`src/rtl/pp_rca_pkg.sv`:
```
`default_nettype none
// ============================================================================
// Module   : pp_rca_pkg
// Brief    : Shared defaults, stage-count helper and stage control record for
//            the pipelined ripple-carry adder. Macro: PP_RCA_OVF_EN.
// Revision : 1.0
// ============================================================================
package pp_rca_pkg;

    localparam int PP_RCA_WIDTH = 16;
    localparam int PP_RCA_SEG   = 4;

    function automatic int pp_rca_nstg(input int width, input int seg);
        return (seg < 1) ? 1 : width / seg;
    endfunction

    // Operand remainder and partial sum are WIDTH-dependent, so they travel
    // beside this record as parallel vectors.
    typedef struct packed {
        logic valid;
        logic carry;
`ifdef PP_RCA_OVF_EN
        logic ovf;
`endif
    } pp_rca_ctl_t;

endpackage
`default_nettype wire

```
`src/rtl/pp_rca_stage.sv`:
```
`default_nettype none
// ============================================================================
// Module   : pp_rca_stage
// Brief    : One SEG-bit adder segment plus its enable-gated stage register.
//            Macro: PP_RCA_OVF_EN adds the signed-overflow flag.
// Revision : 1.0
// ============================================================================
module pp_rca_stage
    import pp_rca_pkg::*;
#(
    parameter int WIDTH = PP_RCA_WIDTH,
    parameter int SEG   = PP_RCA_SEG,
    parameter int IDX   = 0
) (
    input  logic             clk,
    input  logic             rst_n,
    input  logic             en_i,
    input  pp_rca_ctl_t      ctl_i,
    input  logic [WIDTH-1:0] a_i,
    input  logic [WIDTH-1:0] b_i,
    input  logic [WIDTH-1:0] sum_i,
    output pp_rca_ctl_t      ctl_o,
    output logic [WIDTH-1:0] a_o,
    output logic [WIDTH-1:0] b_o,
    output logic [WIDTH-1:0] sum_o
);

    logic [SEG-1:0]   seg_a_w;
    logic [SEG-1:0]   seg_b_w;
    logic [SEG-1:0]   seg_s_w;
    logic             co_w;
    pp_rca_ctl_t      ctl_d;
    pp_rca_ctl_t      ctl_q;
    logic [WIDTH-1:0] sum_d;
    logic [WIDTH-1:0] sum_q;
    logic [WIDTH-1:0] a_q;
    logic [WIDTH-1:0] b_q;

    assign seg_a_w = a_i[IDX*SEG +: SEG];
    assign seg_b_w = b_i[IDX*SEG +: SEG];
    assign {co_w, seg_s_w} = {1'b0, seg_a_w} + {1'b0, seg_b_w} + {{SEG{1'b0}}, ctl_i.carry};

    always_comb begin
        ctl_d       = ctl_i;
        ctl_d.carry = co_w;
`ifdef PP_RCA_OVF_EN
        // Carry into the segment MSB is recovered from its sum and operand bits.
        ctl_d.ovf   = (seg_s_w[SEG-1] ^ seg_a_w[SEG-1] ^ seg_b_w[SEG-1]) ^ co_w;
`endif
        sum_d                  = sum_i;
        sum_d[IDX*SEG +: SEG]  = seg_s_w;
    end

    always_ff @(posedge clk or negedge rst_n) begin
        if (!rst_n) begin
            ctl_q <= '0;
            a_q   <= '0;
            b_q   <= '0;
            sum_q <= '0;
        end else if (en_i) begin
            ctl_q <= ctl_d;
            a_q   <= a_i;
            b_q   <= b_i;
            sum_q <= sum_d;
        end
    end

    assign ctl_o = ctl_q;
    assign a_o   = a_q;
    assign b_o   = b_q;
    assign sum_o = sum_q;

endmodule
`default_nettype wire

```
`src/rtl/pp_rca_pipe.sv`:
```
`default_nettype none
// ============================================================================
// Module   : pp_rca_pipe
// Brief    : Parametrised pipelined ripple-carry adder/subtractor with
//            valid/ready flow control. Macro: PP_RCA_OVF_EN adds ovf_o.
// Revision : 1.0
// ============================================================================
module pp_rca_pipe
    import pp_rca_pkg::*;
#(
    parameter int WIDTH = PP_RCA_WIDTH,
    parameter int SEG   = PP_RCA_SEG
) (
    input  logic             clk,
    input  logic             rst_n,
    input  logic             in_valid_i,
    output logic             in_ready_o,
    input  logic [WIDTH-1:0] a_i,
    input  logic [WIDTH-1:0] b_i,
    input  logic             cin_i,
    input  logic             sub_i,
    output logic             out_valid_o,
    input  logic             out_ready_i,
    output logic [WIDTH-1:0] s_o,
    output logic             cout_o
`ifdef PP_RCA_OVF_EN
    ,
    output logic             ovf_o
`endif
);

    localparam int NSTG = pp_rca_nstg(WIDTH, SEG);

    if ((SEG < 1) ? 1'b1 : ((WIDTH % SEG) != 0)) begin : g_bad_params
        $error("pp_rca_pipe: WIDTH must be a positive multiple of SEG");
    end

    logic             stall_w;
    logic             en_w;
    pp_rca_ctl_t      in_ctl_w;
    logic [WIDTH-1:0] in_b_w;
    pp_rca_ctl_t      stg_ctl_q [NSTG];
    logic [WIDTH-1:0] stg_a_q   [NSTG];
    logic [WIDTH-1:0] stg_b_q   [NSTG];
    logic [WIDTH-1:0] stg_sum_q [NSTG];

    // A stalled output freezes the whole pipe; bubbles are never squeezed out.
    assign stall_w    = out_valid_o && !out_ready_i;
    assign en_w       = !stall_w;
    assign in_ready_o = en_w;

    // Subtraction is A + ~B + 1, so the stage-0 carry is forced high.
    assign in_b_w = sub_i ? ~b_i : b_i;

    always_comb begin
        in_ctl_w       = '0;
        in_ctl_w.valid = in_valid_i;
        in_ctl_w.carry = sub_i | cin_i;
    end

    for (genvar k = 0; k < NSTG; k++) begin : g_stage
        pp_rca_ctl_t      ctl_in_w;
        logic [WIDTH-1:0] a_in_w;
        logic [WIDTH-1:0] b_in_w;
        logic [WIDTH-1:0] sum_in_w;

        if (k == 0) begin : g_first
            assign ctl_in_w = in_ctl_w;
            assign a_in_w   = a_i;
            assign b_in_w   = in_b_w;
            assign sum_in_w = '0;
        end else begin : g_next
            assign ctl_in_w = stg_ctl_q[k-1];
            assign a_in_w   = stg_a_q[k-1];
            assign b_in_w   = stg_b_q[k-1];
            assign sum_in_w = stg_sum_q[k-1];
        end

        pp_rca_stage #(
            .WIDTH (WIDTH),
            .SEG   (SEG),
            .IDX   (k)
        ) u_stage (
            .clk   (clk),
            .rst_n (rst_n),
            .en_i  (en_w),
            .ctl_i (ctl_in_w),
            .a_i   (a_in_w),
            .b_i   (b_in_w),
            .sum_i (sum_in_w),
            .ctl_o (stg_ctl_q[k]),
            .a_o   (stg_a_q[k]),
            .b_o   (stg_b_q[k]),
            .sum_o (stg_sum_q[k])
        );
    end

    // The last stage register is the output register.
    assign out_valid_o = stg_ctl_q[NSTG-1].valid;
    assign s_o         = stg_sum_q[NSTG-1];
    assign cout_o      = stg_ctl_q[NSTG-1].carry;
`ifdef PP_RCA_OVF_EN
    assign ovf_o       = stg_ctl_q[NSTG-1].ovf;
`endif

endmodule
`default_nettype wire

```
`config.mk`:
```
export PLATFORM = sky130hd
export DESIGN_NAME = pp_rca_pipe
export DESIGN_NICKNAME = d
export VERILOG_FILES = /design/src/rtl/pp_rca_pkg.sv /design/src/rtl/pp_rca_stage.sv /design/src/rtl/pp_rca_pipe.sv
export SDC_FILE = /design/constraint.sdc
export NUM_CORES = 1
export LEC_CHECK = 0
export ABC_CLOCK_PERIOD_IN_PS = 2400
export CAP_MARGIN = 20
export CORE_MARGIN = 1.5
export CORE_UTILIZATION = 37
export DETAILED_ROUTE_END_ITERATION = 8
export DONT_BUFFER_PORTS = 1
export PLACE_DENSITY_LB_ADDON = 0.05
export SYNTH_ARGS = -nofsm -noshare
export SYNTH_HDL_FRONTEND = slang
export SYNTH_SLANG_ARGS = --single-unit
export TNS_END_PERCENT = 1
```
`constraint.sdc`:
```
create_clock -name clk -period 2.4 [get_ports clk]
set_input_delay 0.36 -clock clk [delete_from_list [all_inputs] [get_ports clk]]
set_output_delay 0.36 -clock clk [all_outputs]
set_load 0.05 [all_outputs]
```
==> impl_metrics.csv <==
group,metric,value,unit
timing,setup_viol,0,
worst_setup_path,arrival,2010,ps
global_route,grt_pass1_wl,13.4,mm
logic_synthesis,synth.avg_cell_area,9.48,sq um
clocking,clk_latency,340,ps
global_route,grt_max_degree,104,
timing,tightest_slew,566,ps
worst_setup_path,rrSetupSlack,610,ps
pwr,clkPwrFrac,0.240,
global_route,grt.total_usage,0.146,
logic_synthesis,synth_common_cells,"220 x nand2_1, 96 x dfrtp_1, 23 x o21ai_0",
logic_synthesis,synth_top_area_cell,"dfrtp_1",
global_route,grt_overflow_total,0,
logic_synthesis,yosys_warnings,0,
final_layout,final-seq-area,2400,sq um
logic_synthesis,yosys.area.top_type_share,0.566,
timing,fin_tns_setup,0,ps
timing,grt_setup_unrepaired,"no",
clocking,post_cts_buffers,0,
placed_design,post-place-cells,569,
floorplanning,start_util,0.385,
pwr,peakVddDrop,619,uV
timing,finClkSkew,7.01,ps
floorplanning,io_pins,57,
logic_synthesis,ys_top_cells_by_area,"dfrtp_1 57%, nand2_1 19%, fa_1 3.8%, ha_1 3.5%, o21ai_0 2.7%",
pwr,p_int,4.08,mW
logic_synthesis,async_flop_share,1.00,
detailed_routing,drc,0,
timing,slew_headroom,0.623,
clocking,numCtsBuffers,9,
pwr,switchingPower,2.54,mW
final_layout,final_core_util,0.421,
pwr,share_comb_of_total_power,0.269,
worst_setup_path,timing.rr.start,"g_stage[1].u_stage.b_o[8]$_DFFE_PN0N_",
floorplanning,die_h,110,um
placed_design,port_buffers,0,
logic_synthesis,yosysSeqAreaShare,0.566,
pwr,power.density,1420,nW/um^2
logic_synthesis,netlist_area,4250,sq um
timing,hold_viol_final,96,
worst_setup_path,r2r_cells,5,
logic_synthesis,netlist_instances,448,
pwr,share_seq_of_total_power,0.491,
detailed_routing,via_count,2659,
clocking,htreeDepth,3,
timing,slew_viol_final,0,
final_layout,final_cells,585,
placed_design,hpwl,4.71,mm
final_layout,finalNetCount,498,
final_layout,fillers,1112,
detailed_routing,avgRoutedWirePerCell,13.3,um
global_route,grt_pass1_vias,2743,
final_layout,num_antenna_cells,0,
global_route,antenna_found_initial,0,
pwr,swShare,0.384,
final_layout,drive_gt1_frac,0.0472,
worst_setup_path,crit_path_start_kind,"register",
logic_synthesis,synth-seq-cells,96,
floorplanning,chipWidth,110,um
hold_path,hp-class,"in -> async",
timing,holdWs,-289,ps
worst_setup_path,crit_path_max_fanout,2,
timing,period_needed,1790,ps
clocking,cts_tree,"yes",
pwr,p_total,6.61,mW
placed_design,place_ws,401,ps
clocking,postCtsResizedCells,0,
final_layout,synthToLayoutAreaGrowth,9.40,%
outcome,status,"complete, but fails checks",
final_layout,multi_input_area,1650,sq um
logic_synthesis,synth_edf_count,0,
placed_design,gp_congestion,0.723,
worst_setup_path,crit_path_end_kind,"register",
run,maxCapViolCount,0,
clocking,cts_max_path_buffers,2,
worst_setup_path,worstPathRequired,2620,ps
clocking,cts_root_buffer,"clkbuf_16",
timing,fin_crit_sh,0.746,
clocking,numClockSinks,96,
worst_setup_path,path_class,"reg -> reg",
outcome,violations,"negative hold slack",
floorplanning,fp-row-count,38,
logic_synthesis,syn_nets,506,
logic_synthesis,synth.distinct_cells,21,
detailed_routing,drt-pass1-iter-count,4,
detailed_routing,ant_nets,0,
floorplanning,dieArea,12100,sq um
pwr,power_leakage,2.35,nW
logic_synthesis,yosysMostFrequentCell,"nand2_1",
timing,fmax,0.559,GHz
detailed_routing,vias_per_cell,4.55,
floorplanning,core_area,11000,sq um
clocking,path_clk_slew,60,ps
timing,fin_ws,610,ps
detailed_routing,wl,7.76,mm
logic_synthesis,synth_flop_cell,"dfrtp_1",
worst_setup_path,r2r_end,"g_stage[2].u_stage.ctl_o[0]$_DFFE_PN0N_",
detailed_routing,drtIter0Drc,158,
## per-layer routing
| layer | up-vias | part of all wire | global-route usage |
|---|---|---|---|
| met5 | - | 0 | 0 |
| met4 | 0 | 0.011 | 0.0412 |
| met3 | 9 | 0.064 | 0.0617 |
| met2 | 48 | 0.41 | 0.205 |
| met1 | 1228 | 0.51 | 0.205 |
| li1 | 1374 | - | - |
## sequential cells by signal, summed over array words and instances, names as in the netlist
register / flops
g_stage.u_stage.b_o: 24
g_stage.u_stage.sum_o: 40
g_stage.u_stage.a_o: 24
g_stage.u_stage.ctl_o: 8
## critical path, cell delays in order (launching register included)
cell	delay, ps
dfrtp_1	400
fa_1	460
fa_1	420
a21o_1	170
a21oi_1	140
a21oi_1	80
## worst max-delay path by stage
| stage | end | cells past startpoint | slack, ps | from |
|---|---|---|---|---|
| global placement | g_stage[0].u_stage.ctl_o[0]$_DFFE_PN0N_ | 6 | 420 | sub_i |
| finish | g_stage[2].u_stage.ctl_o[0]$_DFFE_PN0N_ | 5 | 610 | g_stage[1].u_stage.b_o[8]$_DFFE_PN0N_ |
| detailed placement | g_stage[0].u_stage.ctl_o[0]$_DFFE_PN0N_ | 6 | 400 | sub_i |
| CTS | g_stage[2].u_stage.ctl_o[0]$_DFFE_PN0N_ | 5 | 600 | g_stage[1].u_stage.b_o[8]$_DFFE_PN0N_ |
| global route | g_stage[2].u_stage.ctl_o[0]$_DFFE_PN0N_ | 5 | 540 | g_stage[1].u_stage.b_o[8]$_DFFE_PN0N_ |
| floorplan | g_stage[0].u_stage.ctl_o[0]$_DFFE_PN0N_ | 8 | 130 | sub_i |
## area by class of cell
| cell class | instances | area share |
|---|---|---|
| inverters | 8 | 0.00700 |
| clock buffers | 14 | 0.0590 |
| clock inverters | 2 | 0.0129 |
| well taps | 140 | 0.0377 |
| repair buffers | 4 | 0.0119 |
| multi-input cells | 321 | 0.354 |
| flip-flops and latches | 96 | 0.517 |
## metrics by stage
stage	cell area, sq um	hold WS, ps
2_1_floorplan	4250	64.4
3_3_place_gp	4310	66.6
3_5_place_dp	4310	66.6
4_1_cts	4640	-307
5_1_grt	4640	-317
6_report	4640	-289
## power by group through the flow
stage / sequential (mW) / clock [mW] / combinational, mW
floorplan: 3.20 / 0 / 1.52
global placement: 3.28 / 0 / 1.79
detailed placement: 3.29 / 0 / 1.83
CTS: 3.26 / 1.65 / 1.83
global route: 3.38 / 1.71 / 2.13
finish: 3.25 / 1.59 / 1.78
## cells in the final DEF, fill, tap and decap left out
cell,n
clkbuf_16,9
or2_2,1
nor2b_1,2
dfrtp_1,96
xor2_1,10
nor2_1,9
nor2b_4,1
a21oi_1,13
ha_1,12
fa_1,8
nand2_1,220
o21ai_0,23
o21ai_1,2
inv_4,1
a21o_1,6
xnor2_1,13
bufinv_16,2
buf_4,2
nand2b_1,1
clkbuf_8,3
buf_12,2
inv_1,7
clkbuf_1,2
## cells by family (layout without fill, tap and decap cells)
family                     after synthesis  after routing  synth area share
DFF                                     96             96             0.566
buffers and inverters                   31             28            0.0466
and+or+nand+nor                        234            234             0.212
adders and majority gates               20             20            0.0731
xor gates and xnor gates                23             23            0.0474
AOI/OAI and AO/OA                       44             44            0.0554
Power figures use the tool's default switching activity.
